`src/rtl/cpu_control_unit.sv`:
```
// rtl/cpu_control_unit.sv - multi-cycle control sequencer driving the datapath control word
module cpu_control_unit (
    input  logic        CLK,
    input  logic        RST,
    input  logic [31:0] INSTRUCTION,
    input  logic        ZERO,
    input  logic        MEM_RDY,
    output logic [31:0] CTRL,
    output logic        READ,
    output logic        WRITE,
    output logic [2:0]  STATE
);

    localparam logic [2:0] S_IDLE      = 3'd0;
    localparam logic [2:0] S_FETCH     = 3'd1;
    localparam logic [2:0] S_DECODE    = 3'd2;
    localparam logic [2:0] S_EXECUTE   = 3'd3;
    localparam logic [2:0] S_MEMORY    = 3'd4;
    localparam logic [2:0] S_WRITEBACK = 3'd5;

    localparam logic [3:0] ALU_NONE = 4'd0;
    localparam logic [3:0] ALU_ADD  = 4'd1;
    localparam logic [3:0] ALU_SUB  = 4'd2;
    localparam logic [3:0] ALU_MUL  = 4'd3;
    localparam logic [3:0] ALU_SHR  = 4'd4;
    localparam logic [3:0] ALU_SHL  = 4'd5;
    localparam logic [3:0] ALU_AND  = 4'd6;
    localparam logic [3:0] ALU_OR   = 4'd7;
    localparam logic [3:0] ALU_NOR  = 4'd8;
    localparam logic [3:0] ALU_SLT  = 4'd9;

    localparam int B_PC_LOAD  = 0;
    localparam int B_PC_SEL1  = 1;
    localparam int B_PC_SEL2  = 2;
    localparam int B_PC_SEL3  = 3;
    localparam int B_IR_LOAD  = 4;
    localparam int B_MEM_R    = 5;
    localparam int B_MEM_W    = 6;
    localparam int B_R1_SEL1  = 7;
    localparam int B_REG_R    = 8;
    localparam int B_REG_W    = 9;
    localparam int B_WA_SEL1  = 10;
    localparam int B_WA_SEL2  = 11;
    localparam int B_WA_SEL3  = 12;
    localparam int B_WD_SEL1  = 13;
    localparam int B_WD_SEL2  = 14;
    localparam int B_WD_SEL3  = 15;
    localparam int B_SP_LOAD  = 16;
    localparam int B_OP1_SEL1 = 17;
    localparam int B_OP2_SEL1 = 18;
    localparam int B_OP2_SEL2 = 19;
    localparam int B_OP2_SEL3 = 20;
    localparam int B_OP2_SEL4 = 21;
    localparam int B_MA_SEL1  = 26;
    localparam int B_MA_SEL2  = 27;
    localparam int B_MD_SEL1  = 28;

    logic [2:0]  r_state;
    logic [2:0]  w_next_state;
    logic        r_zero_q;
    logic [5:0]  w_opcode;
    logic [5:0]  w_funct;
    logic [3:0]  w_alu;
    logic        w_r_alu, w_shift, w_jr, w_i_alu, w_i_zext, w_lui;
    logic        w_beq, w_bne, w_lw, w_sw, w_jmp, w_jal, w_push, w_pop;
    logic        w_mem_op;
    logic        w_branch_taken;
    logic [31:0] w_ctrl;
    logic        w_unused_instr;

    assign w_opcode       = INSTRUCTION[31:26];
    assign w_funct        = INSTRUCTION[5:0];
    assign w_unused_instr = ^INSTRUCTION[25:6];

    always_comb begin
        w_r_alu  = 1'b0;
        w_shift  = 1'b0;
        w_jr     = 1'b0;
        w_i_alu  = 1'b0;
        w_i_zext = 1'b0;
        w_lui    = 1'b0;
        w_beq    = 1'b0;
        w_bne    = 1'b0;
        w_lw     = 1'b0;
        w_sw     = 1'b0;
        w_jmp    = 1'b0;
        w_jal    = 1'b0;
        w_push   = 1'b0;
        w_pop    = 1'b0;
        w_alu    = ALU_NONE;
        if (w_opcode == 6'h00) begin
            case (w_funct)
                6'h20: begin w_r_alu = 1'b1; w_alu = ALU_ADD; end
                6'h22: begin w_r_alu = 1'b1; w_alu = ALU_SUB; end
                6'h2C: begin w_r_alu = 1'b1; w_alu = ALU_MUL; end
                6'h24: begin w_r_alu = 1'b1; w_alu = ALU_AND; end
                6'h25: begin w_r_alu = 1'b1; w_alu = ALU_OR;  end
                6'h27: begin w_r_alu = 1'b1; w_alu = ALU_NOR; end
                6'h2A: begin w_r_alu = 1'b1; w_alu = ALU_SLT; end
                6'h01: begin w_shift = 1'b1; w_alu = ALU_SHL; end
                6'h02: begin w_shift = 1'b1; w_alu = ALU_SHR; end
                6'h08: w_jr = 1'b1;
                default: ;
            endcase
        end else begin
            case (w_opcode)
                6'h08: begin w_i_alu = 1'b1; w_alu = ALU_ADD; end
                6'h1D: begin w_i_alu = 1'b1; w_alu = ALU_MUL; end
                6'h0C: begin w_i_alu = 1'b1; w_alu = ALU_AND; w_i_zext = 1'b1; end
                6'h0D: begin w_i_alu = 1'b1; w_alu = ALU_OR;  w_i_zext = 1'b1; end
                6'h0A: begin w_i_alu = 1'b1; w_alu = ALU_SLT; end
                6'h0F: w_lui = 1'b1;
                6'h04: begin w_beq = 1'b1; w_alu = ALU_SUB; end
                6'h05: begin w_bne = 1'b1; w_alu = ALU_SUB; end
                6'h23: begin w_lw  = 1'b1; w_alu = ALU_ADD; end
                6'h2B: begin w_sw  = 1'b1; w_alu = ALU_ADD; end
                6'h02: w_jmp  = 1'b1;
                6'h03: w_jal  = 1'b1;
                6'h1B: w_push = 1'b1;
                6'h1C: begin w_pop = 1'b1; w_alu = ALU_ADD; end
                default: ;
            endcase
        end
    end

    assign w_mem_op       = w_lw | w_sw | w_push | w_pop;
    assign w_branch_taken = (w_beq & r_zero_q) | (w_bne & ~r_zero_q);

    always_comb begin
        w_next_state = S_IDLE;
        case (r_state)
            S_IDLE:      w_next_state = S_FETCH;
            S_FETCH:     w_next_state = MEM_RDY ? S_DECODE : S_FETCH;
            S_DECODE:    w_next_state = S_EXECUTE;
            S_EXECUTE:   w_next_state = S_MEMORY;
            S_MEMORY:    w_next_state = (w_mem_op && !MEM_RDY) ? S_MEMORY : S_WRITEBACK;
            S_WRITEBACK: w_next_state = S_FETCH;
            default:     w_next_state = S_IDLE;
        endcase
    end

    always_ff @(posedge CLK) begin
        if (RST) begin
            r_state  <= S_IDLE;
            r_zero_q <= 1'b0;
        end else begin
            r_state <= w_next_state;
            if (r_state == S_EXECUTE)
                r_zero_q <= ZERO;
        end
    end

    always_comb begin
        w_ctrl = 32'd0;
        case (r_state)
            S_FETCH: begin
                w_ctrl[B_MA_SEL2] = 1'b1;
                w_ctrl[B_MEM_R]   = 1'b1;
                w_ctrl[B_IR_LOAD] = 1'b1;
            end
            S_DECODE: begin
                w_ctrl[B_REG_R]   = 1'b1;
                w_ctrl[B_R1_SEL1] = w_push | w_pop;
            end
            S_EXECUTE: begin
                w_ctrl[B_REG_R]     = 1'b1;
                w_ctrl[25:22]       = w_alu;
                w_ctrl[B_OP2_SEL4]  = w_r_alu | w_beq | w_bne;
                w_ctrl[B_OP2_SEL2]  = (w_i_alu & ~w_i_zext) | w_lw | w_sw;
                w_ctrl[B_OP2_SEL1]  = w_shift;
                w_ctrl[B_OP2_SEL3]  = w_shift | w_pop;
                w_ctrl[B_OP1_SEL1]  = w_pop;
                w_ctrl[B_SP_LOAD]   = w_pop;
            end
            S_MEMORY: begin
                w_ctrl[B_MA_SEL1] = w_push | w_pop;
                w_ctrl[B_MEM_R]   = w_lw | w_pop;
                w_ctrl[B_MEM_W]   = w_sw | w_push;
                w_ctrl[B_MD_SEL1] = w_push;
                w_ctrl[B_R1_SEL1] = w_push;
                // load data is written back only in the cycle memory completes
                if ((w_lw || w_pop) && MEM_RDY) begin
                    w_ctrl[B_WD_SEL1] = 1'b1;
                    w_ctrl[B_WD_SEL3] = 1'b1;
                    w_ctrl[B_REG_W]   = 1'b1;
                    w_ctrl[B_WA_SEL3] = w_lw;
                    w_ctrl[B_WA_SEL1] = w_lw;
                end
            end
            S_WRITEBACK: begin
                w_ctrl[B_PC_LOAD] = 1'b1;
                w_ctrl[B_REG_R]   = 1'b1;
                w_ctrl[B_PC_SEL1] = ~(w_jmp | w_jal | w_jr | w_branch_taken);
                w_ctrl[B_PC_SEL2] = w_branch_taken;
                w_ctrl[B_PC_SEL3] = ~(w_jmp | w_jal);
                if (w_r_alu || w_shift || w_i_alu || w_lui) begin
                    w_ctrl[B_REG_W]   = 1'b1;
                    w_ctrl[B_WD_SEL3] = 1'b1;
                    w_ctrl[B_WA_SEL3] = 1'b1;
                    w_ctrl[B_WA_SEL1] = w_i_alu | w_lui;
                    w_ctrl[B_WD_SEL2] = w_lui;
                end
                if (w_jal) begin
                    w_ctrl[B_REG_W]   = 1'b1;
                    w_ctrl[B_WA_SEL2] = 1'b1;
                end
                if (w_push) begin
                    w_ctrl[B_OP1_SEL1] = 1'b1;
                    w_ctrl[B_OP2_SEL3] = 1'b1;
                    w_ctrl[B_SP_LOAD]  = 1'b1;
                    w_ctrl[25:22]      = ALU_SUB;
                end
            end
            default: w_ctrl = 32'd0;
        endcase
    end

    assign CTRL  = w_ctrl;
    assign READ  = w_ctrl[B_MEM_R];
    assign WRITE = w_ctrl[B_MEM_W];
    assign STATE = r_state;

endmodule
```
`config.mk`:
```
export PLATFORM = sky130hd
export DESIGN_NAME = cpu_control_unit
export DESIGN_NICKNAME = d
export VERILOG_FILES = /design/src/rtl/cpu_control_unit.sv
export SDC_FILE = /design/constraint.sdc
export NUM_CORES = 1
export LEC_CHECK = 0
export CAP_MARGIN = 0
export CORE_AREA = 4 4 75 49
export DETAILED_ROUTE_END_ITERATION = 16
export DIE_AREA = 0 0 79 53
export GPL_ROUTABILITY_DRIVEN = 0
export PLACE_DENSITY = 0.81
export SETUP_SLACK_MARGIN = 0.5
export SLEW_MARGIN = 10
export SYNTH_ARGS = -nofsm -noshare
export SYNTH_HDL_FRONTEND = slang
export SYNTH_SLANG_ARGS = --single-unit
```
`constraint.sdc`:
```
create_clock -name CLK -period 2.3 [get_ports CLK]
set_input_delay 0.46 -clock CLK [delete_from_list [all_inputs] [get_ports CLK]]
set_output_delay 0.46 -clock CLK [all_outputs]
set_load 0.01 [all_outputs]
```
== Word-level counts from Yosys, hierarchy flattened ==
Cells that the tools add are included.
Word-level totals
  word-level logic and storage cells: 135
  input port bits: 36
  bits in registers: 4
Operators by class
  eq/ne operators: 29
  reduce and logical (&&, ||, !) cells: 17
  multiplexer cells: 64
  bitwise gates (word level): 23
Operators by type and width (number)
  6-bit == test, second input constant: 9
  1-bit 2-to-1 mux: 43
  6-bit by 4-bit == test with 1-bit output, second input constant: 6
  4-bit one-hot mux with 9 select lines: 1
  4-bit one-hot mux with 6 select lines: 1
  6-bit by 2-bit == test with 1-bit output, second input constant: 3
  6-bit by 5-bit == test with 1-bit output, second input constant: 3
  2-bit 2-to-1 mux: 8
  1-bit bitwise OR: 16
  3-bit one-hot mux with 5 select lines: 1
  6-bit by 3-bit == test with 1-bit output, second input constant: 2
  1-bit one-hot mux with 2 select lines: 5
  4-bit 2-to-1 mux: 2
  2-bit one-hot mux with 2 select lines: 2
  4-bit one-hot mux with 2 select lines: 1
  2-bit OR reduction: 4
  7-bit OR reduction: 1
  3-bit by 2-bit == test with 1-bit output, second input constant: 2
  3-bit == test, second input constant: 2
  6-bit by 1-bit == test with 1-bit output, second input constant: 1
  6-bit zero test: 1
  5-bit OR reduction: 1
  1-bit logical OR: 4
  1-bit NOT: 4
  7 further kinds: 10

== Depth between registers and ports, before layout ==
  depth after elaboration: 10
  depth in mapped cells: 6

== Worst setup path before layout ==
Ideal clock, no wire load.
  path kind: input port to output port
  start: input INSTRUCTION[26]
  end: output CTRL[5]
  data arrival time: 1851 ps
  cell stages on the path: 6
  slack: -11 ps
  required time: 1840 ps
  cell sequence: buf_6 -> or3b_4 -> or2_2 -> and2_1 -> o22ai_1 -> buf_4
On the way
  cells in the longest elaborated chain, start to end: 5
  elaborated cells on any way between the ends: 9
  those cells by class: eq/ne (2); mux (5); bitwise (1); reduce/logical (1)
Ends and longest elaborated chain
  start, declared: line 5  | input logic [31:0] INSTRUCTION,
  6-bit == test or 6-bit by 5-bit == test with 1-bit output (tied branches): line 106  | case (w_opcode)
  1-bit 2-to-1 mux: line 106
  1-bit 2-to-1 mux: line 91  | if (w_opcode == 6'h00) begin
  1-bit bitwise OR (*): line 177  | w_ctrl[B_MEM_R] = w_lw | w_pop;
  1-bit one-hot mux with 2 select lines (*): line 155  | case (r_state)
  end, declared: line 8  | output logic [31:0] CTRL,
Mark *: on every way between the ends. The rest lies on a longest branch, timed or not.

== Final worst setup path ==
  start: input INSTRUCTION[3]
  end: output CTRL[22]
On the way
  cells in the longest elaborated chain, start to end: 4
  elaborated cells on any way between the ends: 12
  those cells by class: eq/ne (9); mux (3)
Ends and longest elaborated chain
  6-bit by 2-bit == test with 1-bit output (tied with other cells): line 92  | case (w_funct)
  4-bit one-hot mux with 9 select lines (*): line 92
  4-bit 2-to-1 mux (*): line 91
  4-bit one-hot mux with 2 select lines (*): line 155
Marks and branches as above.

==> run_results.csv <==
group,metric,value,unit
status,status,"complete, but fails checks",
status,failed_checks,"setup timing",
timing,finalCriticalPeriod,2.36,ns
floorplanning,rows,16,
setup_path,crit_fanout,3,
place,hpwlAfterDp,3380,microns
timing,hold_violations,0,
drt,routed_wl,7030,microns
timing,whs,0.545,ns
place,dp.cells,287,
setup_path,startpoint_type,"input port",
synthesis,ys_types,52,
worst_hold_path,hold_end,"r_zero_q",
drt,dr.first_iter.drc_count,249,
setup_path,cp-end-kind,"output pin",
setup_path,r2r_slack,1.04,ns
cts,cts_buffer_depth,2,
grt,antenna_found_initial,0,
drt,met3_length,896,microns
power,peakVddDrop,0.000317,V
setup_path,crit_required,1.84,ns
worst_hold_path,min_delay_path_depth,2,
floorplanning,start_util,34.1,%
drt,via_per_inst,6.16,
layout,utilization,82.5,%
drt,wl_met2,3020,microns
floorplanning,core,3080,sq um
setup_path,cp.arrival,1.90,ns
cts,clkSlewWorstSetupHoldPaths,0.03,ns
synthesis,synth_area_per_cell,6.58,sq um
synthesis,yosysSeqAreaShare,7.61,%
cts,clkLatencyLatePin,0.22,ns
synthesis,synth_cells,160,
timing,setup_violations,1,
grt,grt_overflow,0,
timing,finalSetupTns,-0.0551,ns
cts,cts_hold_buf,0,
drt,drc,0,
worst_hold_path,hold_class,"register to register",
timing,timing.final.ws_setup,-0.0551,ns
floorplanning,top_level_ports,73,
floorplanning,die_y,53,microns
layout,syn_to_final_growth,142,%
grt,grtUsageTotal,29.3,%
synthesis,synth_edf_count,0,
setup_path,r2r_start,"STATE[0]",
drt,drt-met1-wl,2740,microns
power,power_leakage,1.20,nW
timing,rsz0062_at_grt,"true",
place,portBuffers,49,
cts,cts_tree,"yes",
cts,cts.htree.levels,1,
layout,seq_area,86.3,sq um
drt,dr.pass1.iters,4,
power,power_density,229,nW/um^2
layout,n_antenna_cell,0,
layout,final_cells,321,
job,max_cap_viol_count,0,
timing,skew,0.00284,ns
layout,drive_above_1_share,66.7,%
drt,wl_per_cell,21.9,microns
timing,post-route-period-util,102,%
drt,ant_nets,0,
cts,cts_sinks,4,
setup_path,worst-setup-path-type,"input port to output pin",
floorplanning,die_x,79,microns
synthesis,ys_seq_elements,4,
layout,fill_cells,169,
grt,grt_pass1_vias,1798,
setup_path,rr_worst_depth,4,
grt,grt_pass1_wl,9350,microns
timing,max_freq,425,MHz
cts,cts_made_buffers,3,
floorplanning,die_area,4190,sq um
synthesis,syn_area,1050,sq um
drt,num_vias,1976,
layout,nets,314,
timing,slew_violations,0,
grt,grt_max_degree,11,
synthesis,yosys_warnings,0,
drt,dr.max_layer_used,"met4",
synthesis,synthArstFlopShare,0,%
synthesis,synth_ff_type,"dfxtp_1",
cts,clockRootBuffer,"clkbuf_8",
setup_path,rr_endpoint,"r_zero_q",
worst_hold_path,hp-start,"r_zero_q",
layout,multiInputGateArea,1160,sq um
synth_stat cells (2+ instances only):
library cell	count	area share (%)
nand2b_1	9	5.4
nand4b_1	2	1.7
or2_1	3	1.8
a221oi_1	2	1.7
nand3_1	4	1.9
nand3b_1	8	5.7
o21ai_0	5	2.4
xor2_1	3	2.5
a21oi_1	9	4.3
a21o_1	3	2.1
and2_1	2	1.2
nor3_1	14	6.7
clkbuf_1	7	2.5
or3_1	2	1.2
buf_2	6	2.9
o211ai_1	2	1.4
buf_4	7	5.0
nor2b_1	5	3.0
nor2_1	8	2.9
dfxtp_1	4	7.6
nor4_1	3	1.8
or4_1	2	1.4
a211oi_1	3	2.1
a31oi_1	3	1.8
nand2_1	10	3.6
inv_1	8	2.9
how the worst max path moves through the flow:
stage | cells after the start | start | to | slack [ns]
floorplan | 6 | INSTRUCTION[26] | CTRL[5] | 0.21
CTS | 6 | INSTRUCTION[4] | CTRL[20] | 0.04
global placement | 7 | INSTRUCTION[26] | CTRL[22] | -0.71
global route | 6 | INSTRUCTION[3] | CTRL[22] | -0.08
finish | 6 | INSTRUCTION[3] | CTRL[22] | -0.06
detailed placement | 6 | INSTRUCTION[26] | CTRL[12] | -0.74
registers in the layout, summed over array words and instances, names as in the netlist:
signal    flops
STATE         3
r_zero_q      1
power by group:
part | internal, W | switching [W]
clock network | 0.000112 | 0.0000372
logic | 0.000181 | 0.000168
registers | 0.0000736 | 0.0000100
total | 0.000367 | 0.000216
worst max-delay path, stage by stage:
cell and delay [ns]:
buf_6 0.10, or4b_4 0.55, a21oi_2 0.16, a311oi_2 0.07, nor4b_2 0.35, buf_2 0.21
area by class of cell:
| class | count | area share, % |
|---|---|---|
| inverter | 8 | 1.28 |
| tap | 45 | 2.21 |
| timing repair buffer | 132 | 45.8 |
| multi-input combinational | 129 | 45.7 |
| sequential | 4 | 3.40 |
| clock buffer | 3 | 1.62 |
metal layers:
layer  vias up  GRT usage, %
met5         -             0
met4         0          9.14
met3        47          7.99
met2       206          48.5
met1       909          37.3
li1        814             -
cell families (layout without fill, tap and decap cells):
group	Yosys count	after routing	synth area share, %
AO/OA/AOI/OAI	41	41	28.2
XOR/XNOR	4	4	3.33
buffers and inverters	29	143	14.3
flip-flops	4	4	7.61
multiplexers	1	1	0.951
other	1	3	0.356
AND/OR/NAND/NOR	80	80	45.3
stage by stage:
stage | instance area [sq um] | total power (W) | setup WS [ns]
floorplan | 1250 | 0.000215 | 0.207
global placement | 2010 | 0.000316 | -0.711
detailed placement | 2010 | 0.000321 | -0.740
CTS | 2380 | 0.000531 | 0.0438
global route | 2540 | 0.000606 | -0.0847
finish | 2540 | 0.000582 | -0.0551
layout by cell type, fill, tap and decap left out, types with 4 or more instances in the layout:
| master | count |
|---|---|
| a21oi_1 | 6 |
| buf_2 | 19 |
| buf_4 | 57 |
| buf_6 | 41 |
| clkdlybuf4s50_1 | 5 |
| dlygate4sd2_1 | 5 |
| inv_1 | 5 |
| nand2_1 | 9 |
| nand2b_1 | 6 |
| nand3b_1 | 8 |
| nor2_1 | 6 |
| nor3_2 | 4 |
| nor3_4 | 7 |
what timing repair did:
action                                  CTS  global route
pin swaps                                35            20
setup buffers                            24             6
gates cloned                              1             0
gates resized for setup                 241            25
endpoints found under the setup margin   32            34
Power figures use the tool's default switching activity.
